===== config.mk =====
export PLATFORM = sky130hd
export DESIGN_NAME = poly_wavetable_synth
export DESIGN_NICKNAME = d
export VERILOG_FILES = /design/src/rtl/poly_wavetable_synth.sv
export SDC_FILE = /design/constraint.sdc
export NUM_CORES = 1
export LEC_CHECK = 0
export BUFFER_PORTS_ARGS = -buffer_cell sky130_fd_sc_hd__buf_2
export CAP_MARGIN = 30
export CORE_MARGIN = 2
export CORE_UTILIZATION = 50
export DETAILED_ROUTE_END_ITERATION = 7
export PLACE_DENSITY = 0.66
export RECOVER_POWER = 100
export SETUP_SLACK_MARGIN = 0.02
export SLEW_MARGIN = 10
export SYNTH_ARGS = -nofsm -noshare
export SYNTH_HDL_FRONTEND = slang
export SYNTH_SLANG_ARGS = --single-unit

===== constraint.sdc =====
create_clock -name Clk -period 8.85 [get_ports Clk]
set_clock_uncertainty 0.2 [all_clocks]
set_input_delay 1.77 -clock Clk [delete_from_list [all_inputs] [get_ports Clk]]
set_output_delay 1.77 -clock Clk [all_outputs]
set_load 0.02 [all_outputs]

===== src/rtl/poly_wavetable_synth.sv =====
// poly_wavetable_synth: NUM_VOICES phase accumulators share one registered
// sine ROM. They are walked once per sample_tick, summed and scaled into one
// signed sample.
// Optional build macro POLY_SYNTH_LINEAR_INTERP_EN: linear interpolation
// between adjacent table entries, using one extra ROM read per voice.
// sample_tick is captured on the edge that samples it (config snapshot, busy
// set) and the FSM leaves IDLE on the following edge. out_valid therefore
// rises 2*NUM_VOICES+2 edges (3*NUM_VOICES+2 with interpolation) after that
// edge.
// The ROM is a 65-entry quarter wave of a 256-entry table; TABLE_AW must be
// in 2..8.
module poly_wavetable_synth #(
   parameter int NUM_VOICES = 4,
   parameter int PHASE_W    = 24,
   parameter int TABLE_AW   = 8,
   parameter int SAMPLE_W   = 16,
   localparam int VW        = (NUM_VOICES > 1) ? $clog2(NUM_VOICES) : 1
) (
   input  logic                Clk,
   input  logic                Reset_n,
   input  logic                sample_tick,
   input  logic                voice_we,
   input  logic [VW-1:0]       voice_sel,
   input  logic [PHASE_W-1:0]  voice_freq,
   input  logic                voice_en,
   output logic [SAMPLE_W-1:0] out,
   output logic                out_valid,
   output logic                busy,
   output logic                overrun
);

   localparam int SHIFT = $clog2(NUM_VOICES);
   localparam int ACC_W = SAMPLE_W + SHIFT;
   localparam int EXT_W = (SAMPLE_W > 16) ? SAMPLE_W : 16;
   localparam int UP    = (SAMPLE_W > 16) ? SAMPLE_W - 16 : 0;
   localparam int DN    = (SAMPLE_W < 16) ? 16 - SAMPLE_W : 0;

   typedef enum logic [2:0] {S_IDLE, S_FETCH, S_INTERP, S_ACCUM, S_DONE} state_t;

   // First quadrant of round(32767*sin(2*pi*k/256)), k = 0..64
   function automatic logic [15:0] quarter_sine(input logic [6:0] j);
      logic [15:0] r;
      case (j)
         7'd0:  r = 16'd0;     7'd1:  r = 16'd804;   7'd2:  r = 16'd1608;  7'd3:  r = 16'd2410;
         7'd4:  r = 16'd3212;  7'd5:  r = 16'd4011;  7'd6:  r = 16'd4808;  7'd7:  r = 16'd5602;
         7'd8:  r = 16'd6393;  7'd9:  r = 16'd7179;  7'd10: r = 16'd7962;  7'd11: r = 16'd8739;
         7'd12: r = 16'd9512;  7'd13: r = 16'd10278; 7'd14: r = 16'd11039; 7'd15: r = 16'd11793;
         7'd16: r = 16'd12539; 7'd17: r = 16'd13279; 7'd18: r = 16'd14010; 7'd19: r = 16'd14732;
         7'd20: r = 16'd15446; 7'd21: r = 16'd16151; 7'd22: r = 16'd16846; 7'd23: r = 16'd17530;
         7'd24: r = 16'd18204; 7'd25: r = 16'd18868; 7'd26: r = 16'd19519; 7'd27: r = 16'd20159;
         7'd28: r = 16'd20787; 7'd29: r = 16'd21403; 7'd30: r = 16'd22005; 7'd31: r = 16'd22594;
         7'd32: r = 16'd23170; 7'd33: r = 16'd23731; 7'd34: r = 16'd24279; 7'd35: r = 16'd24811;
         7'd36: r = 16'd25329; 7'd37: r = 16'd25832; 7'd38: r = 16'd26319; 7'd39: r = 16'd26790;
         7'd40: r = 16'd27245; 7'd41: r = 16'd27683; 7'd42: r = 16'd28105; 7'd43: r = 16'd28510;
         7'd44: r = 16'd28898; 7'd45: r = 16'd29268; 7'd46: r = 16'd29621; 7'd47: r = 16'd29956;
         7'd48: r = 16'd30273; 7'd49: r = 16'd30571; 7'd50: r = 16'd30852; 7'd51: r = 16'd31113;
         7'd52: r = 16'd31356; 7'd53: r = 16'd31580; 7'd54: r = 16'd31785; 7'd55: r = 16'd31971;
         7'd56: r = 16'd32137; 7'd57: r = 16'd32285; 7'd58: r = 16'd32412; 7'd59: r = 16'd32521;
         7'd60: r = 16'd32609; 7'd61: r = 16'd32678; 7'd62: r = 16'd32728; 7'd63: r = 16'd32757;
         7'd64: r = 16'd32767;
         default: r = 16'd0;
      endcase
      return r;
   endfunction

   // Full-wave table entry from quadrant symmetry, rescaled to SAMPLE_W
   function automatic logic signed [SAMPLE_W-1:0] sine_at(input logic [TABLE_AW-1:0] a);
      logic [7:0]              i8;
      logic [6:0]              j;
      logic [15:0]             mag;
      logic signed [EXT_W-1:0] w;
      i8  = 8'(a) << (8 - TABLE_AW);
      j   = i8[6] ? (7'd64 - {1'b0, i8[5:0]}) : {1'b0, i8[5:0]};
      mag = quarter_sine(j);
      w   = EXT_W'(signed'(i8[7] ? (16'd0 - mag) : mag));
      return SAMPLE_W'((w <<< UP) >>> DN);
   endfunction

   state_t                     state_q, state_d;
   logic [VW-1:0]              v_q, v_d;
   logic signed [ACC_W-1:0]    acc_q, acc_d;
   logic [PHASE_W-1:0]         phase_q [NUM_VOICES];
   logic [PHASE_W-1:0]         phase_d [NUM_VOICES];
   logic [PHASE_W-1:0]         inc_q [NUM_VOICES];
   logic [PHASE_W-1:0]         inc_d [NUM_VOICES];
   logic [PHASE_W-1:0]         wrk_inc_q [NUM_VOICES];
   logic [PHASE_W-1:0]         wrk_inc_d [NUM_VOICES];
   logic [NUM_VOICES-1:0]      en_q, en_d, wrk_en_q, wrk_en_d;
   logic                       start_q, start_d;
   logic                       busy_q, busy_d;
   logic [SAMPLE_W-1:0]        out_q, out_d;
   logic                       out_valid_q, out_valid_d;
   logic                       overrun_q, overrun_d;
   logic [TABLE_AW-1:0]        rom_addr;
   logic signed [SAMPLE_W-1:0] rom_data_q, rom_data_d;
`ifdef POLY_SYNTH_LINEAR_INTERP_EN
   logic signed [SAMPLE_W-1:0] lo_q, lo_d;
`endif

   // Next-state logic: config writes, tick capture/overrun, frame sequencing
   // NOTE: every *_d gets a default before any branch so no latch is inferred.
   always_comb begin
      logic [TABLE_AW-1:0]        idx;
      logic signed [SAMPLE_W-1:0] contrib;
      state_d     = state_q;
      v_d         = v_q;
      acc_d       = acc_q;
      phase_d     = phase_q;
      inc_d       = inc_q;
      en_d        = en_q;
      wrk_inc_d   = wrk_inc_q;
      wrk_en_d    = wrk_en_q;
      start_d     = start_q;
      busy_d      = busy_q;
      out_d       = out_q;
      out_valid_d = 1'b0;
      overrun_d   = 1'b0;
      idx         = phase_q[v_q][PHASE_W-1 -: TABLE_AW];
      rom_addr    = idx;
      contrib     = rom_data_q;
`ifdef POLY_SYNTH_LINEAR_INTERP_EN
      lo_d = lo_q;
      begin
         logic [7:0]                 frac;
         logic signed [SAMPLE_W:0]   diff;
         logic signed [SAMPLE_W+9:0] prod;
         frac    = phase_q[v_q][PHASE_W-TABLE_AW-1 -: 8];
         diff    = $signed({rom_data_q[SAMPLE_W-1], rom_data_q}) - $signed({lo_q[SAMPLE_W-1], lo_q});
         prod    = (SAMPLE_W+10)'(diff) * $signed({{(SAMPLE_W+2){1'b0}}, frac});
         contrib = SAMPLE_W'((SAMPLE_W+10)'(lo_q) + (prod >>> 8));
      end
`endif

      if (voice_we) begin
         inc_d[voice_sel] = voice_freq;
         en_d[voice_sel]  = voice_en;
      end

      // Snapshot reads the *_q copies, so a same-edge write lands next frame.
      if (sample_tick) begin
         if (busy_q) begin
            overrun_d = 1'b1;
         end else begin
            busy_d    = 1'b1;
            start_d   = 1'b1;
            wrk_inc_d = inc_q;
            wrk_en_d  = en_q;
         end
      end

      case (state_q)
         S_IDLE: begin
            if (start_q) begin
               start_d = 1'b0;
               acc_d   = '0;
               v_d     = '0;
               state_d = S_FETCH;
            end
         end
`ifdef POLY_SYNTH_LINEAR_INTERP_EN
         S_FETCH: state_d = S_INTERP;
         S_INTERP: begin
            lo_d     = rom_data_q;
            rom_addr = idx + 1'b1;
            state_d  = S_ACCUM;
         end
`else
         S_FETCH: state_d = S_ACCUM;
`endif
         S_ACCUM: begin
            if (wrk_en_q[v_q]) begin
               acc_d        = acc_q + ACC_W'(contrib);
               phase_d[v_q] = phase_q[v_q] + wrk_inc_q[v_q];
            end
            if (v_q == VW'(NUM_VOICES - 1)) begin
               state_d = S_DONE;
            end else begin
               v_d     = v_q + VW'(1);
               state_d = S_FETCH;
            end
         end
         S_DONE: begin
            out_d       = SAMPLE_W'(acc_q >>> SHIFT);
            out_valid_d = 1'b1;
            busy_d      = 1'b0;
            state_d     = S_IDLE;
         end
         default: state_d = S_IDLE;
      endcase

      // Disabling a voice restarts its phase; this wins over an advance.
      if (voice_we && !voice_en) begin
         phase_d[voice_sel] = '0;
      end
   end

   // ROM data register; rom_data_d is the table entry at rom_addr
   always_comb rom_data_d = sine_at(rom_addr);

   // Registered ROM read
   // NOTE: no reset here -- the data is only consumed after FETCH loads it, and a resetless ROM register maps onto block RAM output registers.
   always_ff @(posedge Clk) begin
      rom_data_q <= rom_data_d;
   end

   // State, configuration and output registers
   // NOTE: non-blocking assignments only, so every flop samples pre-edge values.
   always_ff @(posedge Clk or negedge Reset_n) begin
      if (!Reset_n) begin
         state_q     <= S_IDLE;
         v_q         <= '0;
         acc_q       <= '0;
         en_q        <= '0;
         wrk_en_q    <= '0;
         start_q     <= 1'b0;
         busy_q      <= 1'b0;
         out_q       <= '0;
         out_valid_q <= 1'b0;
         overrun_q   <= 1'b0;
         for (int i = 0; i < NUM_VOICES; i++) begin
            phase_q[i]   <= '0;
            inc_q[i]     <= '0;
            wrk_inc_q[i] <= '0;
         end
`ifdef POLY_SYNTH_LINEAR_INTERP_EN
         lo_q <= '0;
`endif
      end else begin
         state_q     <= state_d;
         v_q         <= v_d;
         acc_q       <= acc_d;
         en_q        <= en_d;
         wrk_en_q    <= wrk_en_d;
         start_q     <= start_d;
         busy_q      <= busy_d;
         out_q       <= out_d;
         out_valid_q <= out_valid_d;
         overrun_q   <= overrun_d;
         phase_q     <= phase_d;
         inc_q       <= inc_d;
         wrk_inc_q   <= wrk_inc_d;
`ifdef POLY_SYNTH_LINEAR_INTERP_EN
         lo_q <= lo_d;
`endif
      end
   end

   assign out       = out_q;
   assign out_valid = out_valid_q;
   assign busy      = busy_q;
   assign overrun   = overrun_q;

endmodule


==> results of run 1 <==
==> per-stage QoR <==
stage	total power [uW]	hold slack, ns	cells	setup WS [ns]
after floorplan	6199	0.2394	1717	3.820
after global placement	7276	0.2632	2147	2.380
after detailed placement	7363	0.2719	2149	2.264
after CTS	8984	0.2795	2217	2.239
after global routing	9650	0.3083	2221	0.9066
final	8982	0.2730	2221	1.434
==> sequential cells by signal, summed over array words and instances, names as in the netlist <==
register	cells
acc_q	18
busy	1
en_q	4
inc_q	96
out	16
out_valid	1
overrun	1
phase_q	96
rom_data_q	16
start_q	1
state_q	3
v_q	2
wrk_en_q	4
wrk_inc_q	96
==> cell families after synthesis <==
family	synth area share, %
mux	19.30
simple gates	11.52
xor+xnor	2.577
fa+ha+maj	3.542
compound gates	13.10
flops	46.85
buf+inv	3.109
==> critical path, cell delays in order (launching register included) <==
cell,delay (ns)
sky130_fd_sc_hd__dfrtp_1,1.35
sky130_fd_sc_hd__mux2i_1,0.29
sky130_fd_sc_hd__mux2_2,0.48
sky130_fd_sc_hd__ha_1,0.51
sky130_fd_sc_hd__clkinv_1,0.41
sky130_fd_sc_hd__a21boi_0,0.62
sky130_fd_sc_hd__nor2_4,0.31
sky130_fd_sc_hd__inv_1,0.60
sky130_fd_sc_hd__or3_1,0.25
sky130_fd_sc_hd__o2111ai_1,0.14
sky130_fd_sc_hd__a32oi_1,0.27
sky130_fd_sc_hd__and2_0,0.19
sky130_fd_sc_hd__ha_1,0.18
sky130_fd_sc_hd__o21ai_0,0.07
sky130_fd_sc_hd__or4_1,0.43
sky130_fd_sc_hd__or4b_4,0.55
sky130_fd_sc_hd__o31ai_1,0.27
sky130_fd_sc_hd__xor2_1,0.17
==> layout make-up <==
cell class              instances  area share, %
flip-flops and latches        355          42.80
well taps                     474          2.882
multi-input cells            1221          45.75
inverters                      25         0.4560
repair buffers                 78          1.903
clock buffers                  60          5.806
clock inverters                 8         0.4073
==> cell usage after synthesis (all sizes together) (8+ instances only) <==
cell	instances	share of area, %
nand2	183	3.7
dfxtp	16	1.7
clkbuf	76	1.5
nor2	74	1.5
o211ai	9	0.36
xor2	14	0.65
and2	12	0.40
a21o	14	0.56
nor4	8	0.27
mux2	222	13
nor3	59	1.6
buf	40	1.1
or3	8	0.27
xnor2	37	1.9
o21bai	9	0.36
mux4	46	5.5
o31ai	12	0.51
inv	24	0.48
and3	8	0.27
a21oi	126	3.4
a211oi	21	0.84
nand4	10	0.33
ha	50	3.3
a31oi	20	0.67
mux2i	9	0.48
o21ai	86	2.3
nand3	48	1.3
o21a	9	0.36
dfrtp	339	45
==> report_power, final <==
group | switching, uW | internal [uW] | total [uW]
clock | 655 | 933 | 1590
combinational | 2970 | 1950 | 4920
sequential | 329 | 2150 | 2470
==> path summary, 6_finish.rpt <==
kind | from | end | cells after the start
max | v_q[1] | rom_data_q[10] | 17
min | acc_q[17] | acc_q[17] | 1
max reg2reg | v_q[1] | rom_data_q[10] | 17
min reg2reg | acc_q[17] | acc_q[17] | 1
max in group asynchronous | Reset_n | inc_q[88] | 2
min in group asynchronous | Reset_n | inc_q[49] | 1
==> metal layers <==
metal	routed length, um	vias up
met4	1161	0
met3	2371	92
met2	21680	412
li1	-	6317
met5	0	-
met1	19670	6929
==> out/metrics.sh, run 1 <==
CTS_MAX_PATH_BUFFERS=3
SYNTH.NET_COUNT=1800
FLOORPLAN.IO_PINS=50
TIMING.SETUP.TNS_NS=0
RUN_STATUS='complete, but fails checks'
R2R_SLACK_NS=1.43
P_LEAK_uW=0.008957
DRT_DRC_VIOLATIONS_LEFT=0
CTS-BUFFERS-INSERTED=39
WORST_SKEW_PAIR.LATE_LATENCY_NS=0.55
FILLER_CELL_COUNT=3208
POSTCTSRESIZEDCELLS=0
STDCELL_AREA_UM2=20580
ANTENNADIODECOUNT=0
CRITICAL_PATH_ARRIVAL_NS=7.69
LIBRARY_CELLS_USED_BY_SYNTHESIS=87
CLK_ROOT_BUFFER_CELL='sky130_fd_sc_hd__clkbuf_16'
GRT_FIRST_PASS_WIRELENGTH_UM=73280
REGISTER_AREA_UM2=8807
VDD_IR_DROP_MAX_V=0.0001910
PIN_COUNT_OF_THE_BIGGEST_NET_ENTERING_GLOBAL_ROUTING=160
WIRELENGTH_UM=44880
NETLIST_AREA_UM2=18790
CTS_HTREE_LEVELS=2
CLASS_OF_THE_TIGHTEST_HOLD_OR_REMOVAL_CHECK='register to register'
NUM_VIAS=13750
YOSYSSEQAREASHARE_PCT=46.85
FLOORPLAN.DIE_AREA_UM2=39150
WL_PER_CELL_UM=20.21
FP.COREAREA_UM2=37310
DETAIL_ROUTE.VIAS_PER_CELL=6.191
VIOLATIONS='capacitance limit, slew limit'
BUFFER_PORTS.INSERTED=49
WORST_EP_REQUIRED_NS=9.12
MAX_SLEW_MARGIN_PCT=-154.8
SETUP.WORST_PATH.END_CLASS='register'
DETAILEDPLACEMENTHPWL_UM=28870
MAX_CLOCK_FREQ_MHz=134.8
HOLDBUFCOUNTCTS=0
NUMBER_OF_FLIP_FLOPS_AND_LATCHES_IN_THE_SYNTHESIZED_NETLIST=355
MEAN_CELL_AREA_OF_THE_MAPPED_NETLIST_UM2=10.94
TIMING.CRITICAL_PATH.FROM_TYPE='register'
RSZ0062_AT_GRT='no'
SYNTH_FF_TYPE='sky130_fd_sc_hd__dfrtp_1'
CLK_PIN_SLEW_WORST_PATHS_NS=0.06
FINAL-MAX-SLEW-VIOLATION-COUNT=497
GRT_UTIL_MET1_PCT=31.80
GRTUSAGEMET2_PCT=39.35
TRITONCTS_CLOCK_TREE='built'
YOSYS_WARNINGS=0
PLACEMENT.CELL_AREA_UM2=19420
FIN_NETS=1803
PLACE.GP.CONGESTION=0.9100
OVERFLOW=0
DRT_FIRST_PASS_ITERS=5
START_UTIL_PCT=50.36
COMMONEST_NON_FILL_NON_TAP_CELL_IN_THE_LAYOUT='sky130_fd_sc_hd__dfrtp_1'
AREA.GROWTH.SYNTH_TO_FINAL_PCT=9.522
FINAL_PERIOD_MINUS_WORST_SETUP_SLACK_NS=7.416
TIMING.FINAL.HOLD_VIOLATIONS=0
DETAILEDROUTE.FIRSTITERATIONVIOLATIONS=938
WORST-SETUP-PATH-TYPE='register to register'
ANTENNA_FOUND_INITIAL=0
LAYOUT_WORST_PATH_CYCLE_SHARE_PCT=83.80
DIE_WIDTH_UM=197.9
FINAL_LAYOUT_SIZE_SUFFIX_GT1_SHARE_PCT=22.90
SYNTH-ASYNC-RESET-RATIO_PCT=95.49
LAYOUT.CELLS.MOST_COMMON_LIST='sky130_fd_sc_hd__dfrtp_1, sky130_fd_sc_hd__mux2_2, sky130_fd_sc_hd__nand2_1'
GRTUSAGETOTAL_PCT=23.38
NUMCLOCKSINKS=355
DIE_Y_UM=197.9
CTS.REPAIR_TIMING.SETUP_BUFFER_COUNT=0
TIGHTESTPINTRANSITION_NS=3.822
CRIT_FANOUT=36
GRT.BUSIEST_LAYER='met2'
AREA_USED_BY_MULTI_INPUT_COMBINATIONAL_LOGIC_UM2=9415
P_PER_AREA_nW_PER_UM2=436.4
SYNTH_EDF_COUNT=0
DRV.MAX_CAP_VIOLATION_COUNT=12
GRT_PASS1_VIAS=13600
FINAL_CORE_UTIL_PCT=55.16
ANTENNA_LEFT=0
SYNTH_CELLS=1717
GRT_UTIL_MET3_PCT=3.066
NUM_ROWS=71
FINALSETUPVIOLATIONS=0
Power figures use the tool's default switching activity.
==> run 2, diff against run 1 <==
ABC_AREA = 1   (was not set)
PLACE_DENSITY = 0.69   (was 0.66)
clock period = 6.4 ns   (was 8.85 ns; I/O delays follow)
==> out/metrics.sh, run 2 <==
CLK_ROOT_BUFFER_CELL='sky130_fd_sc_hd__clkbuf_16'
CTS_MAX_PATH_BUFFERS=3
GRTUSAGETOTAL_PCT=24.82
SYNTHDOMINANTCELLAREASHARE_PCT=45.91
LAYOUT.CELLS.MOST_COMMON_LIST='sky130_fd_sc_hd__nand2_1, sky130_fd_sc_hd__dfrtp_1, sky130_fd_sc_hd__o21ai_0'
CTS.REPAIR_TIMING.SETUP_BUFFER_COUNT=0
YOSYS_WARNINGS=0
TIMING.FINAL.HOLD_VIOLATIONS=0
SYNTH_FF_TYPE='sky130_fd_sc_hd__dfrtp_1'
CRIT_FANOUT=35
COMMONEST_NON_FILL_NON_TAP_CELL_IN_THE_LAYOUT='sky130_fd_sc_hd__nand2_1'
FLOORPLAN.DIE_AREA_UM2=38510
MIN-DELAY-START='out[12]'
CRITICAL_PATH.SLOWEST_CELL='sky130_fd_sc_hd__clkbuf_1'
NUM_ROWS=70
CRIT_TOP_CELL='sky130_fd_sc_hd__inv_1'
MIN_DELAY_WORST_ENDPOINT='out[12]'
TIMING.CRITICAL_PATH.MAX_DELAY_FAMILY='buffers and inverters'
CRITPATHBUFINV=5
R2R_SLACK_NS=1.29
WL_PER_CELL_UM=17.12
GRT_UTIL_MET3_PCT=4.040
WORST_SKEW_PAIR.LATE_LATENCY_NS=0.55
FF2FF_PATH_DEPTH=11
WIRELENGTH_UM=46070
NUM_VIAS=15100
FINAL-MAX-SLEW-VIOLATION-COUNT=302
TIGHTESTPINTRANSITION_NS=2.595
CP_SLOWEST_STAGE_DELAY_NS=0.87
YOSYSMOSTFREQUENTCELL='sky130_fd_sc_hd__nand2_1'
RUN_STATUS='complete, but fails checks'
SYNTH.NET_COUNT=2273
CTS_HTREE_LEVELS=2
DRV.MAX_CAP_VIOLATION_COUNT=6
DETAIL_ROUTE.VIAS_PER_CELL=5.611
CLASS_OF_THE_TIGHTEST_HOLD_OR_REMOVAL_CHECK='register to register'
DRT_DRC_VIOLATIONS_LEFT=0
ANTENNA_LEFT=0
CLK_PIN_SLEW_WORST_PATHS_NS=0.06
NUMCLOCKSINKS=355
SYNTH_CELLS=2190
YOSYSSEQAREASHARE_PCT=47.65
LAYOUT_WORST_PATH_CYCLE_SHARE_PCT=79.86
LIBRARY_CELLS_USED_BY_SYNTHESIS=49
DETAILEDROUTE.FIRSTITERATIONVIOLATIONS=1357
POSTCTSRESIZEDCELLS=0
MAX_SLEW_MARGIN_PCT=-73.03
FLOORPLAN.IO_PINS=50
GRT_FIRST_PASS_WIRELENGTH_UM=77390
GRT_PASS1_VIAS=15000
FILLER_CELL_COUNT=3334
ANTENNA_FOUND_INITIAL=0
FINAL_LAYOUT_SIZE_SUFFIX_GT1_SHARE_PCT=11.88
REG2REG_FROM='v_q[1]'
SYNTH-ASYNC-RESET-RATIO_PCT=95.49
REG.LARGEST.LIST='inc_q (96), phase_q (96), wrk_inc_q (96)'
FINAL_PERIOD_MINUS_WORST_SETUP_SLACK_NS=5.111
CTS-BUFFERS-INSERTED=39
SYNTH.AREA.TOP_CELLS='sky130_fd_sc_hd__dfrtp_1, sky130_fd_sc_hd__nand2_1, sky130_fd_sc_hd__o21ai_0'
YS_TOP_CELLS_BY_COUNT='sky130_fd_sc_hd__nand2_1, sky130_fd_sc_hd__dfrtp_1, sky130_fd_sc_hd__o21ai_0'
TIMING.CRITICAL_PATH.CELLS='clkbuf_1 -> o21ai_0 -> o22ai_1 -> nand2_1 -> inv_1 -> nand2_1 -> inv_1 -> clkbuf_2 -> nand3_1 -> o211ai_1 -> inv_1'
R2R_END='phase_q[42]'
WORST-SETUP-PATH-TYPE='register to register'
DRT_FIRST_PASS_ITERS=7
GRTUSAGEMET2_PCT=39.69
MAX_CLOCK_FREQ_MHz=195.7
GRT.BUSIEST_LAYER='met2'
DIE_WIDTH_UM=196.2
HOLDBUFCOUNTCTS=0
NETLIST_AREA_UM2=18480
FINALSETUPVIOLATIONS=0
GRT_UTIL_MET1_PCT=35.06
FIN_NETS=2276
TIMING.HOLD.WORST_PATH_DEPTH=2
PIN_COUNT_OF_THE_BIGGEST_NET_ENTERING_GLOBAL_ROUTING=162
SYNTH_EDF_COUNT=0
OVERFLOW=0
START_UTIL_PCT=50.59
YOSYSTOPAREACELL='sky130_fd_sc_hd__dfrtp_1'
SETUP.WORST_PATH.END_CLASS='register'
DETAILEDPLACEMENTHPWL_UM=29740
TRITONCTS_CLOCK_TREE='built'
TIMING.CRITICAL_PATH.FROM_TYPE='register'
RSZ0062_AT_GRT='no'
WORST_EP_REQUIRED_NS=6.63
VIOLATIONS='capacitance limit, slew limit'
PLACE.GP.CONGESTION=0.9274
DIE_Y_UM=196.2
AREA.GROWTH.SYNTH_TO_FINAL_PCT=9.366
MEAN_CELL_AREA_OF_THE_MAPPED_NETLIST_UM2=8.437
CRITICAL_PATH_ARRIVAL_NS=5.34
NUMBER_OF_FLIP_FLOPS_AND_LATCHES_IN_THE_SYNTHESIZED_NETLIST=355
FP.COREAREA_UM2=36520
ANTENNADIODECOUNT=0
BUFFER_PORTS.INSERTED=49
TIMING.SETUP.TNS_NS=0
-- run 2: stage by stage --
stage               util, %  std cells  hold slack [ns]  worst slack [ns]  area, um2
finish                55.33       2691           0.2779             1.289      20210
floorplan                 -       2190           0.2453             2.860      18480
CTS                   55.63       2691           0.2778             1.867      20320
global route          55.33       2691           0.2957            0.9019      20210
detailed placement    52.05       2620           0.2622             1.894      19010
global placement      52.05       2620           0.2590             2.072      19010
-- run 2: worst max-delay path by stage --
stage,startpoint,end,slack [ns],depth (start not counted)
finish,v_q[1],phase_q[42],1.29,11
floorplan,v_q[0],phase_q[16],2.86,19
global placement,v_q[0],rom_data_q[12],2.07,27
detailed placement,v_q[0],rom_data_q[14],1.89,25
CTS,v_q[0],rom_data_q[14],1.87,25
global route,v_q[1],phase_q[42],0.90,11
-- run 2: layer usage --
layer	routed length, um	share of wire [%]	vias up
met5	0	0	-
met4	981	2.1	0
met3	3107	6.7	75
met2	20800	45	450
met1	21180	46	7238
li1	-	-	7335
-- run 2: worst reg2reg max path, stage by stage (launching register included) --
cell and delay [ns]:
sky130_fd_sc_hd__dfrtp_1 0.76, sky130_fd_sc_hd__clkbuf_1 0.87, sky130_fd_sc_hd__o21ai_0 0.22, sky130_fd_sc_hd__o22ai_1 0.23, sky130_fd_sc_hd__nand2_1 0.34, sky130_fd_sc_hd__inv_1 0.51, sky130_fd_sc_hd__nand2_1 0.45, sky130_fd_sc_hd__inv_1 0.27
sky130_fd_sc_hd__clkbuf_2 0.75, sky130_fd_sc_hd__nand3_1 0.20, sky130_fd_sc_hd__o211ai_1 0.14, sky130_fd_sc_hd__inv_1 0.07
-- run 2: cell type report --
type,instances,area [um2],share of cell area (%)
inverters,185,701.9,3.474
multi-input cells,1543,8441,41.77
well taps,468,585.6,2.898
clock inverters,18,209.0,1.034
flip-flops and latches,355,8805,43.57
repair buffers,69,366.6,1.814
clock buffers,53,1099,5.437
-- run 2: cells by family after synthesis --
group	synth area share (%)
compound gates	14.85
xor+xnor	0.9480
flops	47.65
buf+inv	6.650
mux	5.851
fa+ha+maj	3.603
simple gates	20.45
Power of run 2 is not shown: default switching activity piles up to over one toggle a cycle in this logic, so the estimate is an artifact.
==> run 3, diff against run 2 <==
clock period = 4.7 ns   (was 6.4 ns; I/O delays follow)
==> out/metrics.sh, run 3 (synthesis gave the netlist of run 2 again) <==
RUN_STATUS='complete, but fails checks'
VIOLATIONS='capacitance limit, slew limit'
WORST_EP_REQUIRED_NS=4.92
CRITICAL_PATH.SLOWEST_CELL='sky130_fd_sc_hd__dfrtp_2'
CRITPATHBUFINV=5
START_UTIL_PCT=50.59
DIE_Y_UM=196.2
CRITICAL_PATH_ARRIVAL_NS=4.46
FF2FF_PATH_DEPTH=26
FINAL_SETUP_SLACK_OF_THE_WORST_PATH_NS=0.4658
LAYOUT_WORST_PATH_CYCLE_SHARE_PCT=90.09
CRIT_TOP_CELL='sky130_fd_sc_hd__nand2_1'
DETAILEDPLACEMENTHPWL_UM=30530
PRECTSSETUPSLACK_NS=0.5671
WORST_SKEW_PAIR.LATE_LATENCY_NS=0.55
REG.LARGEST.LIST='inc_q (96), phase_q (96), wrk_inc_q (96)'
PATH_DEPTH=26
FINAL-MAX-SLEW-VIOLATION-COUNT=408
COMMONEST_NON_FILL_NON_TAP_CELL_IN_THE_LAYOUT='sky130_fd_sc_hd__nand2_1'
CTS-BUFFERS-INSERTED=39
OVERFLOW=0
ANTENNA_FOUND_INITIAL=0
PIN_COUNT_OF_THE_BIGGEST_NET_ENTERING_GLOBAL_ROUTING=99
FINAL_PERIOD_MINUS_WORST_SETUP_SLACK_NS=4.234
DRV.MAX_CAP_VIOLATION_COUNT=7
DRT_FIRST_PASS_ITERS=5
WORST-SETUP-PATH-TYPE='register to register'
DETAIL_ROUTE.VIAS_PER_CELL=5.589
CLK_ROOT_BUFFER_CELL='sky130_fd_sc_hd__clkbuf_16'
GRTUSAGETOTAL_PCT=24.75
FLOORPLAN.IO_PINS=50
RSZ0062_AT_GRT='no'
ANTENNA_LEFT=0
TIMING.CRITICAL_PATH.MAX_DELAY_FAMILY='simple AND/OR/NAND/NOR gates'
DRT_DRC_VIOLATIONS_LEFT=0
STDCELL_COUNT=2700
TIMING.FINAL.HOLD_VIOLATIONS=0
DP.CELLS=2628
AREA.GROWTH.SYNTH_TO_FINAL_PCT=9.487
CLK_PIN_SLEW_WORST_PATHS_NS=0.06
TIMING.SETUP.TNS_NS=0
NUM_ROWS=70
CTS_MAX_PATH_BUFFERS=3
FLOORPLAN.DIE_AREA_UM2=38510
FIN_NETS=2285
ANTENNADIODECOUNT=0
FINALSETUPVIOLATIONS=0
GRT_PASS1_VIAS=15060
TRITONCTS_CLOCK_TREE='built'
CP_SLOWEST_STAGE_DELAY_NS=0.65
HOLDWS_NS=0.2769
CTS_HTREE_LEVELS=2
NUMCLOCKSINKS=355
SETUP.WORST_PATH.END_CLASS='register'
MAX_CLOCK_FREQ_MHz=236.2
DETAILEDROUTE.FIRSTITERATIONVIOLATIONS=1167
TIMING.HOLD.WORST_PATH_DEPTH=2
REG2REG_FROM='v_q[1]'
TIMING.CRITICAL_PATH.FROM_TYPE='register'
CTS.REPAIR_TIMING.SETUP_BUFFER_COUNT=0
POSTCTSRESIZEDCELLS=0
MIN-DELAY-START='inc_q[18]'
BUFFER_PORTS.INSERTED=49
TIGHTESTPINTRANSITION_NS=2.483
WL_PER_CELL_UM=17.24
CRIT_FANOUT=31
CLASS_OF_THE_TIGHTEST_HOLD_OR_REMOVAL_CHECK='register to register'
MAX_SLEW_MARGIN_PCT=-65.54
FINAL_LAYOUT_SIZE_SUFFIX_GT1_SHARE_PCT=12.14
GRT_FIRST_PASS_WIRELENGTH_UM=77380
FP.COREAREA_UM2=36520
LAYOUT.CELLS.MOST_COMMON_LIST='sky130_fd_sc_hd__nand2_1, sky130_fd_sc_hd__dfrtp_1, sky130_fd_sc_hd__o21ai_0'
PLACE.GP.CONGESTION=0.9316
DIE_WIDTH_UM=196.2
WIRELENGTH_UM=46540
CRIT_START='v_q[1]'
HOLDBUFCOUNTCTS=0
NUM_VIAS=15090
-- run 3: layer usage --
layer	vias up	wire, um	GRT usage (%)
li1	7358	-	-
met1	7217	21230	33.60
met2	438	21500	41.35
met3	77	2788	3.473
met4	0	1025	7.548
met5	-	0	0
-- run 3: stage by stage --
| stage | cell area, um2 | utilization [%] |
|---|---|---|
| 2_1_floorplan | 18480 | - |
| 5_1_grt | 20230 | 55.39 |
| 6_report | 20230 | 55.39 |
| 4_1_cts | 20360 | 55.75 |
| 3_5_place_dp | 19100 | 52.31 |
| 3_3_place_gp | 19100 | 52.31 |
-- run 3: worst paths after layout --
check                                  to  slack, ns
hold reg to reg                 inc_q[18]       0.28
setup / recovery           rom_data_q[12]       0.47
hold / removal                  inc_q[18]       0.28
min in group asynchronous     phase_q[74]       0.98
max in group asynchronous       inc_q[38]       0.80
setup reg to reg           rom_data_q[12]       0.47
-- run 3: worst reg2reg max path: cells and delay by family, from the launching register on --
family	cells	cell delay (ns)
AO/OA/AOI/OAI	1	0.12
adder cells (fa/ha/maj)	3	0.67
buffers and inverters	5	0.61
flip-flops	1	0.65
AND/OR/NAND/NOR	17	1.88
-- run 3: final cells by class --
cell class / instances / area (um2)
Fill cell: 3356 / 16290
Sequential cell: 355 / 8806
Multi-Input combinational cell: 1543 / 8442
Clock buffer: 55 / 1076
Inverter: 185 / 701.9
Tap cell: 468 / 585.6
Timing Repair Buffer: 78 / 435.4
Clock inverter: 16 / 182.7
Power of run 3 is left out for the same reason.
